`config.mk`:
```
export PLATFORM = sky130hd
export DESIGN_NAME = inst_fetch
export DESIGN_NICKNAME = d
export VERILOG_FILES = /design/src/rtl/fetch_pkg.sv /design/src/rtl/fetch_skid_fifo.sv /design/src/rtl/inst_fetch.sv
export SDC_FILE = /design/constraint.sdc
export NUM_CORES = 1
export LEC_CHECK = 0
export ABC_AREA = 1
export CORE_MARGIN = 5
export CORE_UTILIZATION = 40
export CTS_CLUSTER_SIZE = 8
export DETAILED_ROUTE_END_ITERATION = 7
export RECOVER_POWER = 50
export SLEW_MARGIN = 10
export SYNTH_ARGS = -nofsm -noshare
export SYNTH_HDL_FRONTEND = slang
export SYNTH_SLANG_ARGS = --single-unit
export TNS_END_PERCENT = 20
```
`constraint.sdc`:
```
create_clock -name clock -period 6.9 [get_ports clock]
set_input_delay 1.38 -clock clock [delete_from_list [all_inputs] [get_ports clock]]
set_output_delay 1.38 -clock clock [all_outputs]
set_load 0.005 [all_outputs]
```
`src/rtl/fetch_pkg.sv`:
```
// Shared types and constants for the instruction fetch stage.
package fetch_pkg;

  localparam int unsigned FETCH_XLEN  = 32;
  localparam int unsigned INSTR_BYTES = 4;
  localparam logic [FETCH_XLEN-1:0] NOP_INSTR = 32'h0000_0013;

  typedef struct packed {
    logic [FETCH_XLEN-1:0] pc;
    logic [FETCH_XLEN-1:0] instr;
  } fetch_entry_t;

  typedef enum logic {StFetch, StHalt} fetch_state_e;

endpackage

```
`src/rtl/fetch_skid_fifo.sv`:
```
// Two-entry in-order FIFO of fetched {pc, instr} entries; flush empties it in one cycle.
module fetch_skid_fifo
  import fetch_pkg::*;
(
  input  logic         i_clk,
  input  logic         i_rst_n,
  input  logic         i_push,
  input  fetch_entry_t i_data,
  input  logic         i_pop,
  input  logic         i_flush,
  output logic [1:0]   o_count,
  output fetch_entry_t o_head
);

  fetch_entry_t r_mem [2];
  logic         r_rd_ptr;
  logic         r_wr_ptr;
  logic [1:0]   r_count;
  logic         w_do_pop;
  logic         w_do_push;

  assign w_do_pop  = i_pop & (r_count != 2'd0);
  assign w_do_push = i_push & ((r_count != 2'd2) | w_do_pop);

  always_ff @(posedge i_clk or negedge i_rst_n) begin
    if (!i_rst_n) begin
      for (int i = 0; i < 2; i++) r_mem[i] <= '0;
      r_rd_ptr <= 1'b0;
      r_wr_ptr <= 1'b0;
      r_count  <= 2'd0;
    end else if (i_flush) begin
      r_rd_ptr <= 1'b0;
      r_wr_ptr <= 1'b0;
      r_count  <= 2'd0;
    end else begin
      if (w_do_push) begin
        r_mem[r_wr_ptr] <= i_data;
        r_wr_ptr        <= ~r_wr_ptr;
      end
      if (w_do_pop) r_rd_ptr <= ~r_rd_ptr;
      r_count <= r_count + {1'b0, w_do_push} - {1'b0, w_do_pop};
    end
  end

  assign o_count = r_count;
  assign o_head  = r_mem[r_rd_ptr];

endmodule

```
`src/rtl/inst_fetch.sv`:
```
// Instruction fetch: PC, ROM addressing, 2-entry return buffer and redirect flush.
// Optional FETCH_MISALIGN_EN: misaligned redirect halts fetch and presents a flagged NOP.
module inst_fetch
  import fetch_pkg::*;
#(
  parameter int unsigned     XLEN     = FETCH_XLEN,
  parameter int unsigned     MEMSIZE  = 32768,
  parameter logic [XLEN-1:0] RESET_PC = '0
) (
  input  logic                       clock,
  input  logic                       reset_n,
  output logic [$clog2(MEMSIZE)-1:0] rom_address,
  input  logic [XLEN-1:0]            rom_data,
  input  logic                       redirect_valid,
  input  logic [XLEN-1:0]            redirect_pc,
  output logic                       if_valid,
  input  logic                       if_ready,
  output logic [XLEN-1:0]            if_pc,
  output logic [XLEN-1:0]            if_instr
`ifdef FETCH_MISALIGN_EN
  ,
  output logic                       if_misalign
`endif
);

  localparam int unsigned AW = $clog2(MEMSIZE);

  logic [XLEN-1:0] r_pc_next;
  logic            r_inflight;
  logic [XLEN-1:0] r_inflight_pc;

  logic [1:0]      w_count;
  fetch_entry_t    w_head;
  fetch_entry_t    w_ret;
  logic            w_halt;
  logic            w_fifo_valid;
  logic            w_fifo_pop;
  logic            w_push;
  logic            w_issue;
  logic [2:0]      w_occ;
  logic [XLEN-1:0] w_redirect_aligned;

  assign w_fifo_valid       = (w_count != 2'd0);
  assign w_fifo_pop         = w_fifo_valid & if_ready;
  // Occupancy the buffer would reach if this cycle's issue also returns.
  assign w_occ              = {1'b0, w_count} + {2'b0, r_inflight} - {2'b0, w_fifo_pop};
  assign w_issue            = !redirect_valid & !w_halt & (w_occ < 3'd2);
  assign w_push             = r_inflight & !redirect_valid;
  assign w_redirect_aligned = redirect_pc & ~XLEN'(3);
  assign w_ret              = '{pc: r_inflight_pc, instr: rom_data};
  assign rom_address        = r_pc_next[AW+1:2];

  always_ff @(posedge clock or negedge reset_n) begin
    if (!reset_n) begin
      r_pc_next     <= RESET_PC;
      r_inflight    <= 1'b0;
      r_inflight_pc <= '0;
    end else if (redirect_valid) begin
      r_pc_next  <= w_redirect_aligned;
      r_inflight <= 1'b0;
    end else if (w_issue) begin
      r_inflight    <= 1'b1;
      r_inflight_pc <= r_pc_next;
      r_pc_next     <= r_pc_next + XLEN'(INSTR_BYTES);
    end else begin
      r_inflight <= 1'b0;
    end
  end

  fetch_skid_fifo u_fifo (
    .i_clk   (clock),
    .i_rst_n (reset_n),
    .i_push  (w_push),
    .i_data  (w_ret),
    .i_pop   (w_fifo_pop),
    .i_flush (redirect_valid),
    .o_count (w_count),
    .o_head  (w_head)
  );

`ifdef FETCH_MISALIGN_EN
  fetch_state_e    r_state;
  fetch_state_e    w_state_nxt;
  logic [XLEN-1:0] r_halt_pc;

  always_ff @(posedge clock or negedge reset_n) begin
    if (!reset_n) begin
      r_state   <= StFetch;
      r_halt_pc <= '0;
    end else begin
      r_state <= w_state_nxt;
      if (redirect_valid) r_halt_pc <= redirect_pc;
    end
  end

  always_comb begin
    w_state_nxt = r_state;
    w_halt      = 1'b0;
    if (redirect_valid) begin
      w_state_nxt = (redirect_pc[1:0] != 2'b00) ? StHalt : StFetch;
    end
    unique case (r_state)
      StFetch: w_halt = 1'b0;
      StHalt:  w_halt = 1'b1;
      default: w_halt = 1'b0;
    endcase
  end

  assign if_valid    = w_halt | w_fifo_valid;
  assign if_pc       = w_halt ? r_halt_pc : w_head.pc;
  assign if_instr    = w_halt ? NOP_INSTR : w_head.instr;
  assign if_misalign = w_halt;
`else
  assign w_halt   = 1'b0;
  assign if_valid = w_fifo_valid;
  assign if_pc    = w_head.pc;
  assign if_instr = w_head.instr;
`endif

endmodule

```
# ---- Word level (Yosys, flattened, before mapping)
# Index checks and enable logic that the tools add are counted.
dict set report word_totals {
  output_inout_bits 80
  inputBits 68
  regBits 197
  wordCells 54
}
dict set report classes {
  reduce_logical 8
  n_mux 15
  n_bitwise 11
  add_sub_neg 5
  n_lt_le_gt_ge 4
  eq_ne 1
}
# cell n
set ops {}
lappend ops {{$mux W64} 4}
lappend ops {{$bwmux W128} 1}
lappend ops {{$demux W64 S1} 1}
lappend ops {{$mux W32} 2}
lappend ops {{$add A32 B3 Y32 const B} 1}
lappend ops {{$reduce_bool A2 Y1} 4}
lappend ops {{$mux W1} 6}
lappend ops {{$and A1 B1 Y1} 5}
lappend ops {{$ge A2 B2 Y1 const B} 2}
lappend ops {{$not A1 Y2} 2}
lappend ops {{$reduce_and A2 Y1} 2}
lappend ops {{$add A2 B1 Y3} 1}
lappend ops {{$lt A3 B2 Y1 const B} 1}
lappend ops {{$not A1 Y1} 3}
lappend ops {{$sub A3 B1 Y3} 1}
lappend ops {{$add A2 B1 Y2} 1}
lappend ops {{$lt A2 B1 Y1 const B} 1}
lappend ops {{$mux W2} 1}
lappend ops {{$ne A2 B2 Y1 const B} 1}
lappend ops {{$sub A2 B1 Y2} 1}
lappend ops {{$logic_and A1 B1 Y1} 1}
lappend ops {{$logic_not A1 Y1} 1}
lappend ops {{$or A1 B1 Y1} 1}

# ---- Logic depth before layout (Yosys ltp)
dict set report depth {
  depth_word 8
  depth_mapped 16
  depth_no_buf 16
}

# ---- Modules after synthesis
# From an unflattened synthesis, not the netlist that was laid out.
dict set report hier_totals {
  cells_unflattened 1277
  hier_area_um2 9900.7
}
# module cells_per_inst seq_area_each_um2 instances area_per_inst_um2
set modules_own_cells {}
lappend modules_own_cells {fetch_skid_fifo 809 3303.2 1 6367.4}
lappend modules_own_cells {inst_fetch 468 1526.5 1 3533.4}

# ---- Worst setup path before layout
# Ideal clock, no wire load.
dict set report synth_timing {
  path_kind {input port to flip-flop}
  start {input port if_ready}
  end {register r_inflight_pc[21]}
  stages 11
  arrival_ps 3072
  t_required_ps 6767
  n_path_buf 2
  slack_ps 3695
  setup_time_ps 133
  path_cell_list {nand2_2 -> inv_1 -> ha_1 -> inv_1 -> nand2_1 -> fa_1 -> xnor2_1 -> nand3_1 -> buf_2 -> buf_1 -> a21oi_1}
}
dict set report synth_between {
  elab_chain_len 5
}
# item line
set synth_lines {}
lappend synth_lines {{start: declaration} inst_fetch.sv:17} ;# input logic if_ready,
lappend synth_lines {{$and A1 B1 Y1} inst_fetch.sv:44} ;# assign w_fifo_pop = w_fifo_valid & if_ready;
lappend synth_lines {{$sub A3 B1 Y3} inst_fetch.sv:46} ;# assign w_occ = {1'b0, w_count} + {2'b0, r_inflight} - {2'b0, w_fifo_pop};
lappend synth_lines {{$lt A3 B2 Y1} inst_fetch.sv:47} ;# assign w_issue = !redirect_valid & !w_halt & (w_occ < 3'd2);
lappend synth_lines {{$and A1 B1 Y1} inst_fetch.sv:47}
lappend synth_lines {{$reduce_and A2 Y1 (no line)} --}
lappend synth_lines {{end signal: assignment} inst_fetch.sv:63} ;# r_inflight_pc <= r_pc_next;
lappend synth_lines {{end: declaration} inst_fetch.sv:30} ;# logic [XLEN-1:0] r_inflight_pc;
# Every way passes these cells.
# A chain may end at the register's enable or synchronous reset.

# ---- Final worst setup path
dict set report layout_timing {
  start {input port redirect_valid}
  end {register r_pc_next[20]}
}
dict set report layout_between {
  elab_chain_len 3
  elab_cells_between_ends 4
  classes_between {1 x mux; 1 x bitwise; 2 x reduce/logical}
}
# item line
set layout_lines {}
lappend layout_lines {{start: declaration} inst_fetch.sv:14} ;# input logic redirect_valid,
lappend layout_lines {{$logic_not A1 Y1} inst_fetch.sv:47}
lappend layout_lines {{$and A1 B1 Y1} inst_fetch.sv:47}
lappend layout_lines {{$reduce_bool A2 Y1 (no line)} --}
lappend layout_lines {{end signal: assignment} inst_fetch.sv:59} ;# r_pc_next <= w_redirect_aligned;
lappend layout_lines {{end signal: assignment} inst_fetch.sv:64} ;# r_pc_next <= r_pc_next + XLEN'(INSTR_BYTES);
lappend layout_lines {{end: declaration} inst_fetch.sv:28} ;# logic [XLEN-1:0] r_pc_next;
# Parallel ways exist; a longest one is shown, timed or not.

==> reports/results.ini <==
[clock_network]
clkTransAtPathRegs_ps = 70
postCtsResizedCells = 0
clk_latency_ps = 430
hold_buffers = 0
cts_max_level = 4
clock_path_buffers = 2
cts_made_buffers = 17
postCtsSetupRepairBufs = 0
cts_sinks = 189
root_buffer = clkbuf_16
cts_tree = built

[sta]
setup_slack_ps = 1463
finalCriticalPeriod_ps = 5437
hold_violations = 0
fin_skew_ps = 10.92
finalMaxSlewViolations = 143
tightest_slew_ps = 2870
maxSlewHeadroom_pct = -91.33
finalSetupTns_ps = 0
rsz0062_at_grt = false
final-setup-viol-count = 0
fin_crit_sh_pct = 78.80
fmax_mhz = 183.9

[setup_path]
path_delay_family = buffers and inverters
r2r-end = r_pc_next[20]$_DFFE_PN0P_
path_buf_inv = 5
worstPathArrival_ps = 5740
end_kind = register
rr_worst_depth = 14
endpoint = r_pc_next[20]$_DFFE_PN0P_
cpPeakStageDelay_ps = 1150
crit_cells = 8
cpMaxStageDelayCell = clkbuf_1
crit_start = redirect_valid
r2r-start = u_fifo.o_count[1]$_DFF_PN0_
cp_max_fo = 59
crit_type = in -> reg
ff2ff_setup_slack_ps = 3040
crit_required_ps = 7200
path_cells = dlygate4sd3_1, clkbuf_1, inv_2, nand3_2, buf_4, clkinv_1, o211ai_1, nand3b_1
cp-start-kind = input pin

[synthesis]
yosysWarnings = 0
dominantRegCellSynth = dfrtp_1
synthArstFlopShare_pct = 100.0
ys_ff_latch = 189
synth_top_area_share_pct = 52.72
yosysUniqueCellTypes = 30
syn_area_mm2 = 0.008971
synthCells = 1153
synth_edf_count = 0
avgSynthCellArea_um2 = 7.781
synthTopCellsByCount = nand2_1, dfrtp_1, inv_1
yosys.cell_count.top_type = nand2_1
synth_seq_area_share_pct = 52.72
synth_area_leaders = dfrtp_1, nand2_1, o21ai_0
synth_top_cell_by_area = dfrtp_1

[placement]
pre_cts_ws_ps = 1784
placed_cells = 1511
dpl.hpwl_um = 14450
portBuffers = 143
placed_area_mm2 = 0.01042
place_congestion = 0.8445

[floorplan]
ios = 148
dieArea_mm2 = 0.02552
rows = 54
die_x_um = 159.8
die_h_um = 159.8
coreArea_mm2 = 0.02196
start_util_pct = 40.85

[final_layout]
num-fill-cells = 2151
diodes = 0
area.growth.synth_to_final_pct = 22.76
final_area_mm2 = 0.01101
layout-drive-gt1-share_pct = 3.800
multi_input_area_mm2 = 0.003421
final_nets = 1323
finalNonFillerCells = 1543
register_area_mm2 = 0.004731
fin_util_pct = 50.15

[pwr]
ir_worst_vdd_uv = 239.2
leakagePower_nw = 5.394
powerDensity_mw_per_mm2 = 447.1

[run]
max-cap-violations = 3

[drt]
viasPerCell = 4.806
vias = 7416
routedWlPerCell_um = 14.19
postRouteAntennaNets = 0
drtPass1Iterations = 5
drcViolationCount = 0
drt_iter0_markers = 572
totalWireLength_um = 21900

[global_routing]
first_global_vias = 7071
grt-ovfl-total = 0
grt_pass1_wl_um = 37070
antenna_found_initial = 0
grt_usage_pct = 17.58
grt_max_degree = 86

[hold_path]
hold_path.class = reg -> reg

[outcome]
status = finished with violations
violations = max-capacitance violations, max-slew violations

how the worst min path moves through the flow:
stage / depth (start not counted) / endpoint / slack, ps / from
final: 2 / u_fifo.r_mem[98]$_DFFE_PN0P_ / 480 / u_fifo.r_mem[98]$_DFFE_PN0P_
after global routing: 2 / u_fifo.r_mem[12]$_DFFE_PN0P_ / 500 / u_fifo.r_mem[12]$_DFFE_PN0P_
after CTS: 2 / u_fifo.r_mem[98]$_DFFE_PN0P_ / 480 / u_fifo.r_mem[98]$_DFFE_PN0P_
after detailed placement: 2 / u_fifo.r_mem[98]$_DFFE_PN0P_ / 470 / u_fifo.r_mem[98]$_DFFE_PN0P_
after global placement: 2 / u_fifo.r_mem[62]$_DFFE_PN0P_ / 470 / u_fifo.r_mem[62]$_DFFE_PN0P_
after floorplan: 2 / u_fifo.r_mem[59]$_DFFE_PN0P_ / 450 / u_fifo.r_mem[59]$_DFFE_PN0P_
layout by cell type (no fill, tap or decap), types with 2 or more instances in the layout:
master	Yosys	layout
nand2_1	441	441
dfrtp_1	189	188
clkdlybuf4s50_1	0	126
inv_1	109	109
o21ai_0	105	105
nor2_1	61	61
nand3_1	58	57
o21ai_1	47	47
a21oi_1	19	19
clkbuf_16	0	17
dlygate4sd3_1	0	16
nand3b_1	8	8
o211ai_1	8	8
xnor2_1	7	7
nand4_1	5	5
buf_4	17	5
ha_1	4	4
inv_6	0	4
clkbuf_1	33	4
o21ai_2	3	3
bufinv_16	0	3
clkinv_2	0	3
clkinvlp_4	0	3
inv_2	2	2
nand2_2	3	2
clkinv_1	2	2
xor2_1	2	2
conb_1	1	2
power by group:
group,switching [W],internal [W]
clock network,0.000426,0.000583
logic,0.00108,0.000883
registers,0.000322,0.00163
total,0.00183,0.00309
sequential cells by signal, summed over array words and instances, names as in the netlist:
signal and count:
u_fifo.r_rd_ptr 1, r_inflight_pc 30, r_pc_next 30, u_fifo.o_count 2, u_fifo.r_wr_ptr 1, u_fifo.r_mem 124
r_inflight 1
worst register-to-register path, cell delays in order (launching register included):
cell and delay [ps]:
dfrtp_1 440, inv_1 120, nand2_2 90, nand2_2 90
inv_1 50, ha_1 260, inv_1 70, nand2_1 70
fa_1 370, xnor2_1 160, nand3_2 70, buf_4 530
clkinv_1 970, o211ai_1 350, nand3b_1 120
per-stage QoR:
step,hold WS (ps),power [W]
final,482.8,0.004924
after global routing,503.5,0.005361
after CTS,484.3,0.005011
after detailed placement,467.8,0.003982
after global placement,465.4,0.003938
after floorplan,452.9,0.003115
per-layer routing:
metal  GRT usage [%]  vias up  part of all wire [%]
met2           26.59      194                    44
met1           25.92     3418                    50
met5               0        -                     0
met3           3.402       17                   5.1
li1                -     3787                     -
met4           4.813        0                   1.3
cell type report:
| cell class | count | area share, % |
|---|---|---|
| clock buffer | 19 | 4.022 |
| clock inverter | 13 | 1.477 |
| inverter | 113 | 3.851 |
| multi-input combinational | 778 | 31.06 |
| sequential | 189 | 42.96 |
| tap | 280 | 3.181 |
| timing repair buffer | 151 | 13.45 |
kinds of logic after synthesis:
| group | share of synthesized area [%] |
|---|---|
| AND/OR/NAND/NOR | 25.68 |
| flip-flops | 52.72 |
| buffers and inverters | 9.331 |
| AO/OA/AOI/OAI | 10.57 |
| XOR/XNOR | 0.8787 |
| adder cells (fa/ha/maj) | 0.7811 |
| other | 0.04180 |
(Power assumes the default switching activity.)
